`src/rtl/pseudo_lru_if.sv`:
```
// pseudo_lru_if: bundle between a cache controller and the pseudo-LRU engine.
//   load      - controller -> engine, capture update(set_p_lru, mru_idx) this edge
//   set_p_lru - controller -> engine, stored tree bits of the set (heap order, bit 0 unused)
//   mru_idx   - controller -> engine, way just hit or filled
//   lru_idx   - engine -> controller, current victim way
// master modport is the controller side, slave modport is the engine side.
interface pseudo_lru_if #(
  parameter int SIZE = 8
);
  localparam int IDX_W = $clog2(SIZE);

  logic             load;
  logic [SIZE-1:0]  set_p_lru;
  logic [IDX_W-1:0] mru_idx;
  logic [IDX_W-1:0] lru_idx;

  modport master (
    output load,
    output set_p_lru,
    output mru_idx,
    input  lru_idx
  );

  modport slave (
    input  load,
    input  set_p_lru,
    input  mru_idx,
    output lru_idx
  );
endinterface

```
`src/rtl/pseudo_lru.sv`:
```
// pseudo_lru: tree pseudo-LRU replacement engine for one cache set of SIZE ways.
// On load, registers the set's tree bits with the path to mru_idx flipped to
// point away from it; continuously presents the victim way walked from the
// registered tree.
//   clk - clock, rising edge
//   rst - asynchronous reset, active low (0 clears the tree)
//   bus - pseudo_lru_if slave: load, set_p_lru, mru_idx in; lru_idx out
// SIZE must be a power of two and at least 2.
module pseudo_lru #(
  parameter int SIZE = 8
) (
  input  logic         clk,
  input  logic         rst,
  pseudo_lru_if.slave  bus
);
  localparam int IDX_W = $clog2(SIZE);

  logic [SIZE-1:0]  tree_reg;
  logic [SIZE-1:0]  tree_next;
  logic [IDX_W-1:0] anc_node [IDX_W];
  logic [IDX_W-1:0] walk_node;
  logic [IDX_W-1:0] victim;

  // Bit 0 of the stored tree carries no node; it is deliberately dropped.
  logic unused_set_lsb;
  assign unused_set_lsb = bus.set_p_lru[0];

  // Ancestor of leaf SIZE+mru_idx at each level: a leading 1 followed by the
  // top gi bits of the way index (root is node 1).
  generate
    for (genvar gi = 0; gi < IDX_W; gi++) begin : g_anc
      if (gi == 0) begin : g_root
        assign anc_node[gi] = IDX_W'(1);
      end else begin : g_inner
        assign anc_node[gi] = IDX_W'({1'b1, bus.mru_idx[IDX_W-1 -: gi]});
      end
    end
  endgenerate

  // Copy the stored bits, then make every node on the MRU path point away
  // from the accessed way (opposite of the way-index bit at that level).
  always_comb begin
    tree_next = {bus.set_p_lru[SIZE-1:1], 1'b0};
    for (int l = 0; l < IDX_W; l++) begin
      tree_next[anc_node[l]] = ~bus.mru_idx[IDX_W-1-l];
    end
  end

  always_ff @(posedge clk or negedge rst) begin
    if (!rst) begin
      tree_reg <= '0;
    end else if (bus.load) begin
      tree_reg <= tree_next;
    end
  end

  // Victim walk: each visited node's bit is the next way-index bit (MSB first)
  // and also selects the child to visit. The shift on the final level spills
  // past IDX_W bits, which is harmless because the walk ends there.
  always_comb begin
    walk_node = IDX_W'(1);
    victim    = '0;
    for (int l = 0; l < IDX_W; l++) begin
      victim[IDX_W-1-l] = tree_reg[walk_node];
      walk_node         = (walk_node << 1) | IDX_W'(tree_reg[walk_node]);
    end
  end

  assign bus.lru_idx = victim;
endmodule

```
`src/flat_wrapper.sv`:
```
// flat-port wrapper written by rule: the top's interface ports become plain ports
module pseudo_lru_flat 
#(
  parameter int SIZE = 8
)
  (clk, rst, bus_load, bus_set_p_lru, bus_mru_idx, bus_lru_idx);
  pseudo_lru_if #(.SIZE(SIZE)) bus_i ();
  input  logic clk;
  input  logic rst;
  input wire logic [$bits(bus_i.load)-1:0] bus_load;
  input wire logic [$bits(bus_i.set_p_lru)-1:0] bus_set_p_lru;
  input wire logic [$bits(bus_i.mru_idx)-1:0] bus_mru_idx;
  output wire logic [$bits(bus_i.lru_idx)-1:0] bus_lru_idx;
  assign bus_i.load = bus_load;
  assign bus_i.set_p_lru = bus_set_p_lru;
  assign bus_i.mru_idx = bus_mru_idx;
  assign bus_lru_idx = bus_i.lru_idx;
  pseudo_lru #(.SIZE(SIZE)) u_core (.clk(clk), .rst(rst), .bus(bus_i));
endmodule
```
`config.mk`:
```
export PLATFORM = sky130hd
export DESIGN_NAME = pseudo_lru_flat
export DESIGN_NICKNAME = d
export VERILOG_FILES = /design/src/rtl/pseudo_lru_if.sv /design/src/rtl/pseudo_lru.sv /design/src/flat_wrapper.sv
export SDC_FILE = /design/constraint.sdc
export NUM_CORES = 1
export LEC_CHECK = 0
export CAP_MARGIN = 10
export CORE_AREA = 2 2 39 41
export DETAILED_ROUTE_END_ITERATION = 10
export DIE_AREA = 0 0 41 43
export RECOVER_POWER = 25
export SYNTH_ARGS = -nofsm -noshare
export SYNTH_HDL_FRONTEND = slang
export SYNTH_SLANG_ARGS = --single-unit
```
`constraint.sdc`:
```
create_clock -name clk -period 2.5 [get_ports clk]
set_input_delay 0.5 -clock clk [delete_from_list [all_inputs] [get_ports clk]]
set_output_delay 0.5 -clock clk [all_outputs]
set_load 0.005 [all_outputs]
```
* Yosys cells after proc, flatten, opt, wreduce, memory -nomap -nowiden *
Index checks and enable logic that the tools add are counted.

storage, ports and cells
  register bits = 8
  input bits = 14
  output and inout bits = 3
  word-level logic and storage cells = 23

cells by class
  $lt $le $gt $ge = 6
  multiplexer cells = 10
  bitwise gates (word level) = 4
  reductions and logical operators = 2

operators by type and width
  cell                                                                number
  bitwise mux 8 bit                                                   2
  less-than comparator 2 x 4 -> 1 bit (second input constant)         2
  less-than comparator 3 x 4 -> 1 bit (second input constant)         2
  2-to-1 mux 1 bit                                                    5
  binary-select mux 1 bit (select 3 bit)                              1
  greater-or-equal comparator 3 x 1 -> 1 bit (second input constant)  1
  NOT 1 bit                                                           3
  OR 3 x 1 -> 3 bit                                                   1
  demux 1 bit (select 2 bit)                                          1
  greater-or-equal comparator 2 x 1 -> 1 bit (second input constant)  1
  logical AND 1 bit                                                   2
  demux 1 bit (select 1 bit)                                          1

* Longest topological paths before layout *
Gate-level depths: netlist of the first run.

  depth in word-level cells = 6
  depth in mapped cells = 3
  depth with buffers taken out = 2

* Least setup slack after synthesis of the first run *
Ideal clock, no wire load.

  path kind = input to register
  start = input bus_mru_idx[2]
  end = register u_core.tree_reg[5]
  setup time = 0.126 ns
  arrival time = 1.060 ns
  required time = 2.374 ns
  path slack = 1.314 ns
  cell stages on the path = 3
  path buffers = 1
  cells stage by stage = buf_6 > nand2b_1 > a311o_1

between the ends
  longest elaborated chain between the ends = 5
  elaborated cells on any way between the ends = 6
  those cells by class = 2 x order compare; 3 x mux; 1 x reduce/logical

RTL lines
  what                                                                                                                     RTL line            RTL
  start, declared                                                                                                          flat_wrapper.sv:12  input wire logic [$bits(bus_i.mru_idx)-1:0] bus_mru_idx;
  less-than comparator 3 x 4 -> 1 bit (not written as such) or greater-or-equal comparator 3 x 1 -> 1 bit (tied branches)  pseudo_lru.sv:45    tree_next[anc_node[l]] = ~bus.mru_idx[IDX_W-1-l];
  logical AND 1 bit (not written as such)                                                                                  pseudo_lru.sv:45
  2-to-1 mux 1 bit (not written as such)                                                                                   pseudo_lru.sv:45
  demux 1 bit (select 2 bit) (*)                                                                                           -
  bitwise mux 8 bit (*)                                                                                                    pseudo_lru.sv:45
  end signal, assigned                                                                                                     pseudo_lru.sv:53    tree_reg <= tree_next;
  end, declared                                                                                                            pseudo_lru.sv:18    logic [SIZE-1:0] tree_reg;

Mark *: on every way between the ends. The rest lies on a longest branch, timed or not.
A chain may end at the register's enable or synchronous reset.

* Final worst setup path of the first run *
  start = register u_core.tree_reg[1]
  end = output bus_lru_idx[0]

between the ends
  longest elaborated chain between the ends = 5

RTL lines
  what                                                 RTL line            RTL
  2-to-1 mux 1 bit (not written as such) (2 in a row)  pseudo_lru.sv:65    walk_node = (walk_node << 1) | IDX_W'(tree_reg[walk_node]);
  OR 3 x 1 -> 3 bit                                    pseudo_lru.sv:65
  binary-select mux 1 bit (select 3 bit) (*)           -
  2-to-1 mux 1 bit (not written as such) (*)           pseudo_lru.sv:64    victim[IDX_W-1-l] = tree_reg[walk_node];
  end, declared                                        flat_wrapper.sv:13  output wire logic [$bits(bus_i.lru_idx)-1:0] bus_lru_idx;

Mark *: on every way between the ends. The rest lies on a longest branch, timed or not. The select of a mux whose other input is x is not followed.

==> results of run 1 <==
-- power by group --
part,switching [mW],internal [mW],total [mW]
Sequential,0.00798,0.126,0.134
Combinational,0.0258,0.0480,0.0738
Clock,0.0485,0.0614,0.110
Total,0.0823,0.235,0.317
-- how the worst min path moves through the flow --
stage / start / end / slack [ns] / cells after the start
floorplan: rst / u_core.tree_reg[1] / 0.20 / 0
global placement: u_core.tree_reg[4] / u_core.tree_reg[4] / 0.54 / 2
detailed placement: u_core.tree_reg[4] / u_core.tree_reg[4] / 0.55 / 2
CTS: rst / u_core.tree_reg[3] / 0.51 / 1
global route: rst / u_core.tree_reg[7] / 0.60 / 1
finish: u_core.tree_reg[7] / u_core.tree_reg[7] / 0.56 / 2
-- final cells by class --
class                   count  area, sq um  area share, %
multi-input cells          28          205           36.0
flip-flops and latches      7          175           30.7
repair buffers             14          140           24.6
clock buffers               4         26.3           4.61
well taps                  16         20.0           3.51
inverters                   1         3.75          0.658
-- metal layers --
layer	part of all wire [%]	vias to the layer above	track usage (%)
met5	0	-	0
met4	4.0	0	12.0
met3	8.7	5	3.14
met2	40	16	13.8
met1	47	175	16.7
li1	-	170	-
-- placed cells by master, fill, tap and decap left out --
cell type | synthesis | layout
a311o_1 | 2 | 2
or2_1 | 1 | 1
or3_1 | 1 | 1
clkdlybuf4s50_1 | 0 | 13
nand2_1 | 1 | 1
dlygate4sd3_1 | 0 | 1
a21bo_2 | 1 | 1
nand3b_1 | 1 | 1
and4bb_1 | 1 | 1
dfrtp_1 | 7 | 7
nand2b_1 | 2 | 2
nor4bb_1 | 1 | 1
a31oi_1 | 4 | 4
nor2b_1 | 2 | 2
o21ai_0 | 1 | 1
nor2_1 | 4 | 4
inv_1 | 1 | 1
clkbuf_4 | 0 | 3
mux2i_1 | 4 | 4
mux2_2 | 1 | 1
clkbuf_1 | 0 | 1
or2b_1 | 1 | 1
-- kinds of logic after synthesis --
family / Yosys count / share of synthesized area [%]
DFF: 7 / 42.9
and+or+nand+nor: 15 / 23.0
muxes: 5 / 12.6
buffers and inverters: 4 / 6.75
AOI/OAI and AO/OA: 8 / 14.7
-- critical path, delay by kind of cell (launching register included) --
kind | cells | cell delay, ns
buffers and inverters | 2 | 0.61
flip-flops | 1 | 0.39
multiplexers | 1 | 0.20
==> results.yml, run 1 <==
logic_synthesis:
  yosysTopAreaCellShare_pct: 42.9
  ys_types: 21
  yosysWarningCount: 0
  syn-num-nets: 53
  synthFlopType: "dfrtp_1"
  synthCells: 39
  synth.largest_area_cell: "dfrtp_1"
  yosys-top-cells-area: "dfrtp_1 43%, mux2i_1 9.8%, a31oi_1 6.1%"
  synth_seq_area_share_pct: 42.9
  synth_most_common_cell: "dfrtp_1"
  netlist_top_cells_count: "7 x dfrtp_1, 4 x a31oi_1, 4 x mux2i_1, 4 x nor2_1"
  async_flop_share_pct: 100
  ys_ff_latch: 7
  synth_area_sq_um: 408
  synth_edf_count: 0
  syn_area_per_cell_sq_um: 10.5
layout:
  largest_reg_flops: 7
  nNetsFinal: 69
  finish.utilization_pct: 41.2
  final_cell_area_sq_um: 571
  final_cell_count_no_fill: 70
  antenna_cells: 0
  drive_gt1_share_pct: 9.26
  fill_cells: 160
  area_growth_pct: 39.9
die:
  initial_utilization_pct: 29.5
  dieHeight_microns: 43
  core_sq_um: 1380
  ios: 17
  die_x_microns: 41
  dieArea_sq_um: 1760
  num_rows: 14
worst_setup_path:
  r2r-start: "u_core.tree_reg[5]"
  r2r-end: "u_core.tree_reg[5]"
  cp-start-kind: "flip-flop"
  r2r_setup_slack_ns: 1.60
  slowest_delay_ns: 0.52
  required_ns: 2.00
  slowest_stage: "clkdlybuf4s50_1"
  r2r_cells: 2
  worstSetupEndpoint: "bus_lru_idx[0]"
  cp_max_fo: 3
  crit_type: "reg2out"
  cp_data_arrival_time_ns: 1.46
  path_cells: "inv_1 -> mux2i_1 -> clkdlybuf4s50_1"
  worstSetupStartpoint: "u_core.tree_reg[1]"
  critPathCaptureType: "primary output"
timing:
  finalCritPeriodShare_pct: 78.3
  fin_crit_ns: 1.96
  setup_viol: 0
  clock.fmax_mhz: 511
  worst_pin_slew_ns: 0.481
  final-hold-violation-count: 0
  worst_slack_ns: 0.543
  finalSetupTns_ns: 0
  max_slew_margin_pct: 67.8
  skew_ns: 0
  slew_violations: 0
  rsz0062_at_grt: "no"
  whs_ns: 0.558
cts:
  clock_latency_ns: 0.26
  cts_buffer_depth: 2
  cts_max_level: 1
  post_cts_resized: 0
  cts_tree: "yes"
  cts_sinks: 7
  cts_setup_buffers: 0
  cts_buffers: 3
  ctsHoldBuffers: 0
  path_clk_slew_ns: 0.06
  ctsRootBufferMaster: "clkbuf_4"
drt:
  drt_iter0_drc: 11
  first_pass_iters: 4
  drc: 0
  wl_per_cell_microns: 12.0
  drt_wl_total_microns: 842
  vias_per_cell: 5.23
  vias: 366
  ant_nets: 0
placement:
  dpl-instance-area_sq_um: 544
  dpl.hpwl_microns: 577
  gp_congestion: 0.633
  dp.cells: 66
  portBuffers: 14
  pre_cts_ws_ns: 0.573
status:
  status: "completed"
grt:
  globalRouteOverflowTotal: 0
  grt_max_degree: 16
  grt_usage_pct: 12.0
  grt_pass1_wl_microns: 1370
  grt_pass1_vias: 337
  antenna_found_initial: 0
min_path:
  hp-class: "reg2reg"
power_and_ir_drop:
  peakVddDrop_mv: 0.163
  total_power_mw: 0.317
  p_per_area_nw_per_um2: 556
  leakagePower_nw: 0.238
run:
  max-cap-violations: 0
Power figures use the tool's default switching activity.
==> run 2, diff against run 1 <==
==> constraint.sdc (replaced) <==
create_clock -name clk -period 1.7 [get_ports clk]
set_input_delay 0.34 -clock clk [delete_from_list [all_inputs] [get_ports clk]]
set_output_delay 0.34 -clock clk [all_outputs]
set_load 0.005 [all_outputs]
==> run 2 against run 1 <==
  * Clock skew unchanged
  * Sequential share of layout area down 2.1 points
  * First-iteration DRC count down 73%
  * Setup slack worse by 0.45 ns
  * Total power up 46%
  * Die area unchanged
  * Combinational power up 59%
  * Sequential power up 46%
  * Largest power group unchanged
==> results.yml, run 2 (synthesis gave the netlist of run 1 again) <==
layout:
  drive_gt1_share_pct: 18.3
  nNetsFinal: 75
  final_cell_area_sq_um: 613
  fill_cells: 150
  final_cell_mix: "11 x clkdlybuf4s50_1, 7 x dfrtp_1, 6 x buf_4"
  largest_reg_flops: 7
  seqCellArea_sq_um: 175
  multi_input_area_sq_um: 205
  final_cell_count_no_fill: 76
  area_growth_pct: 50.3
  finish.utilization_pct: 44.3
  antenna_cells: 0
  mostFrequentLayoutCell: "clkdlybuf4s50_1"
power_and_ir_drop:
  peakVddDrop_mv: 0.251
  pwr-share-comb_pct: 25.2
  power.internal_mw: 0.351
  seqPwrFrac_pct: 42.0
  switchingPower_mw: 0.114
  clkPwrFrac_pct: 32.8
  total_power_mw: 0.464
  p_per_area_nw_per_um2: 757
  leakagePower_nw: 0.269
  switching_share_pct: 24.5
cts:
  cts_sinks: 7
  ctsRootBufferMaster: "clkbuf_4"
  clock_latency_ns: 0.25
  cts_tree: "yes"
  path_clk_slew_ns: 0.05
  cts_buffers: 3
  cts_max_level: 1
  cts_buffer_depth: 2
timing:
  final-hold-violation-count: 0
  worst_slack_ns: 0.0956
  slew_violations: 0
  clock.fmax_mhz: 623
  skew_ns: 0
  whs_ns: 0.424
  finalSetupTns_ns: 0
  rsz0062_at_grt: "no"
  worst_pin_slew_ns: 0.340
  max_slew_margin_pct: 77.3
  setup_viol: 0
  fin_crit_ns: 1.60
  finalCritPeriodShare_pct: 94.4
die:
  dieHeight_microns: 43
  num_rows: 14
  initial_utilization_pct: 29.5
  ios: 17
  die_x_microns: 41
  dieArea_sq_um: 1760
  core_sq_um: 1380
worst_setup_path:
  crit_type: "reg2out"
  cp_data_arrival_time_ns: 1.26
  required_ns: 1.36
  crit_buf_inv: 3
  cp-start-kind: "flip-flop"
  slowest_delay_ns: 0.38
  slowest_stage: "dfrtp_1"
  cp_max_fo: 2
  path_cells: "buf_4 -> inv_1 -> mux2i_1 -> dlygate4sd2_1"
  critPathCaptureType: "primary output"
  cp_top_family: "buffers and inverters"
grt:
  globalRouteOverflowTotal: 0
  antenna_found_initial: 0
  grt_max_degree: 10
  grt_pass1_vias: 335
  grt_usage_pct: 11.3
  grt_pass1_wl_microns: 1340
placement:
  pre_cts_ws_ns: 0.0621
  dpl.hpwl_microns: 631
  gp_congestion: 0.653
  dp.cells: 70
  portBuffers: 14
  dpl-instance-area_sq_um: 574
drt:
  drt_wl_total_microns: 796
  drc: 0
  first_pass_iters: 4
  wl_per_cell_microns: 10.5
  vias_per_cell: 4.68
  drt_iter0_drc: 3
  vias: 356
  ant_nets: 0
status:
  status: "completed"
min_path:
  hp-class: "in2async"
run:
  max-cap-violations: 0
run 2: changes by cell type in the layout (fill, tap and decap cells not counted):
cell	before	now
buf_4	0	6
clkdlybuf4s50_1	13	11
dlygate4sd2_1	0	2
run 2: cell type report:
cell class | instances | share of cell area (%)
multi-input cells | 28 | 33.5
repair buffers | 20 | 29.8
flip-flops and latches | 7 | 28.6
clock buffers | 4 | 4.29
well taps | 16 | 3.27
inverters | 1 | 0.612
run 2: path summary, 6_finish.rpt:
check	endpoint	from	cells after the start	slack (ns)
hold reg to reg	u_core.tree_reg[4]	u_core.tree_reg[4]	2	0.55
max in group asynchronous	u_core.tree_reg[7]	rst	1	1.03
hold / removal	u_core.tree_reg[1]	rst	1	0.42
setup / recovery	bus_lru_idx[0]	u_core.tree_reg[1]	4	0.1
setup reg to reg	u_core.tree_reg[5]	u_core.tree_reg[5]	2	0.82
min in group clk	u_core.tree_reg[4]	u_core.tree_reg[4]	2	0.55
run 2: timing repair:
action                     in CTS  in global routing
hold buffers                    0                  0
setup endpoints to repair       2                  0
setup buffers                   2                  0
gates resized for setup         2                  0
run 2: layer usage:
metal	share of wire [%]	global-route usage, %	vias up
met5	0	0	-
met4	1.8	8.00	0
met3	11	3.14	2
met2	41	14.4	20
met1	46	15.7	152
li1	-	-	182
run 2: worst reg2reg max path: cells and delay by family, from the launching register on:
family | cells | cell delay [ns]
flops | 1 | 0.38
simple gates | 1 | 0.13
compound gates | 1 | 0.26
run 2: power by group through the flow:
stage,Sequential [mW],Combinational (mW),Clock [mW]
2_1_floorplan,0.196,0.0561,0
3_3_place_gp,0.199,0.116,0
3_5_place_dp,0.199,0.117,0
4_1_cts,0.195,0.119,0.157
5_1_grt,0.197,0.130,0.170
6_report,0.195,0.117,0.152
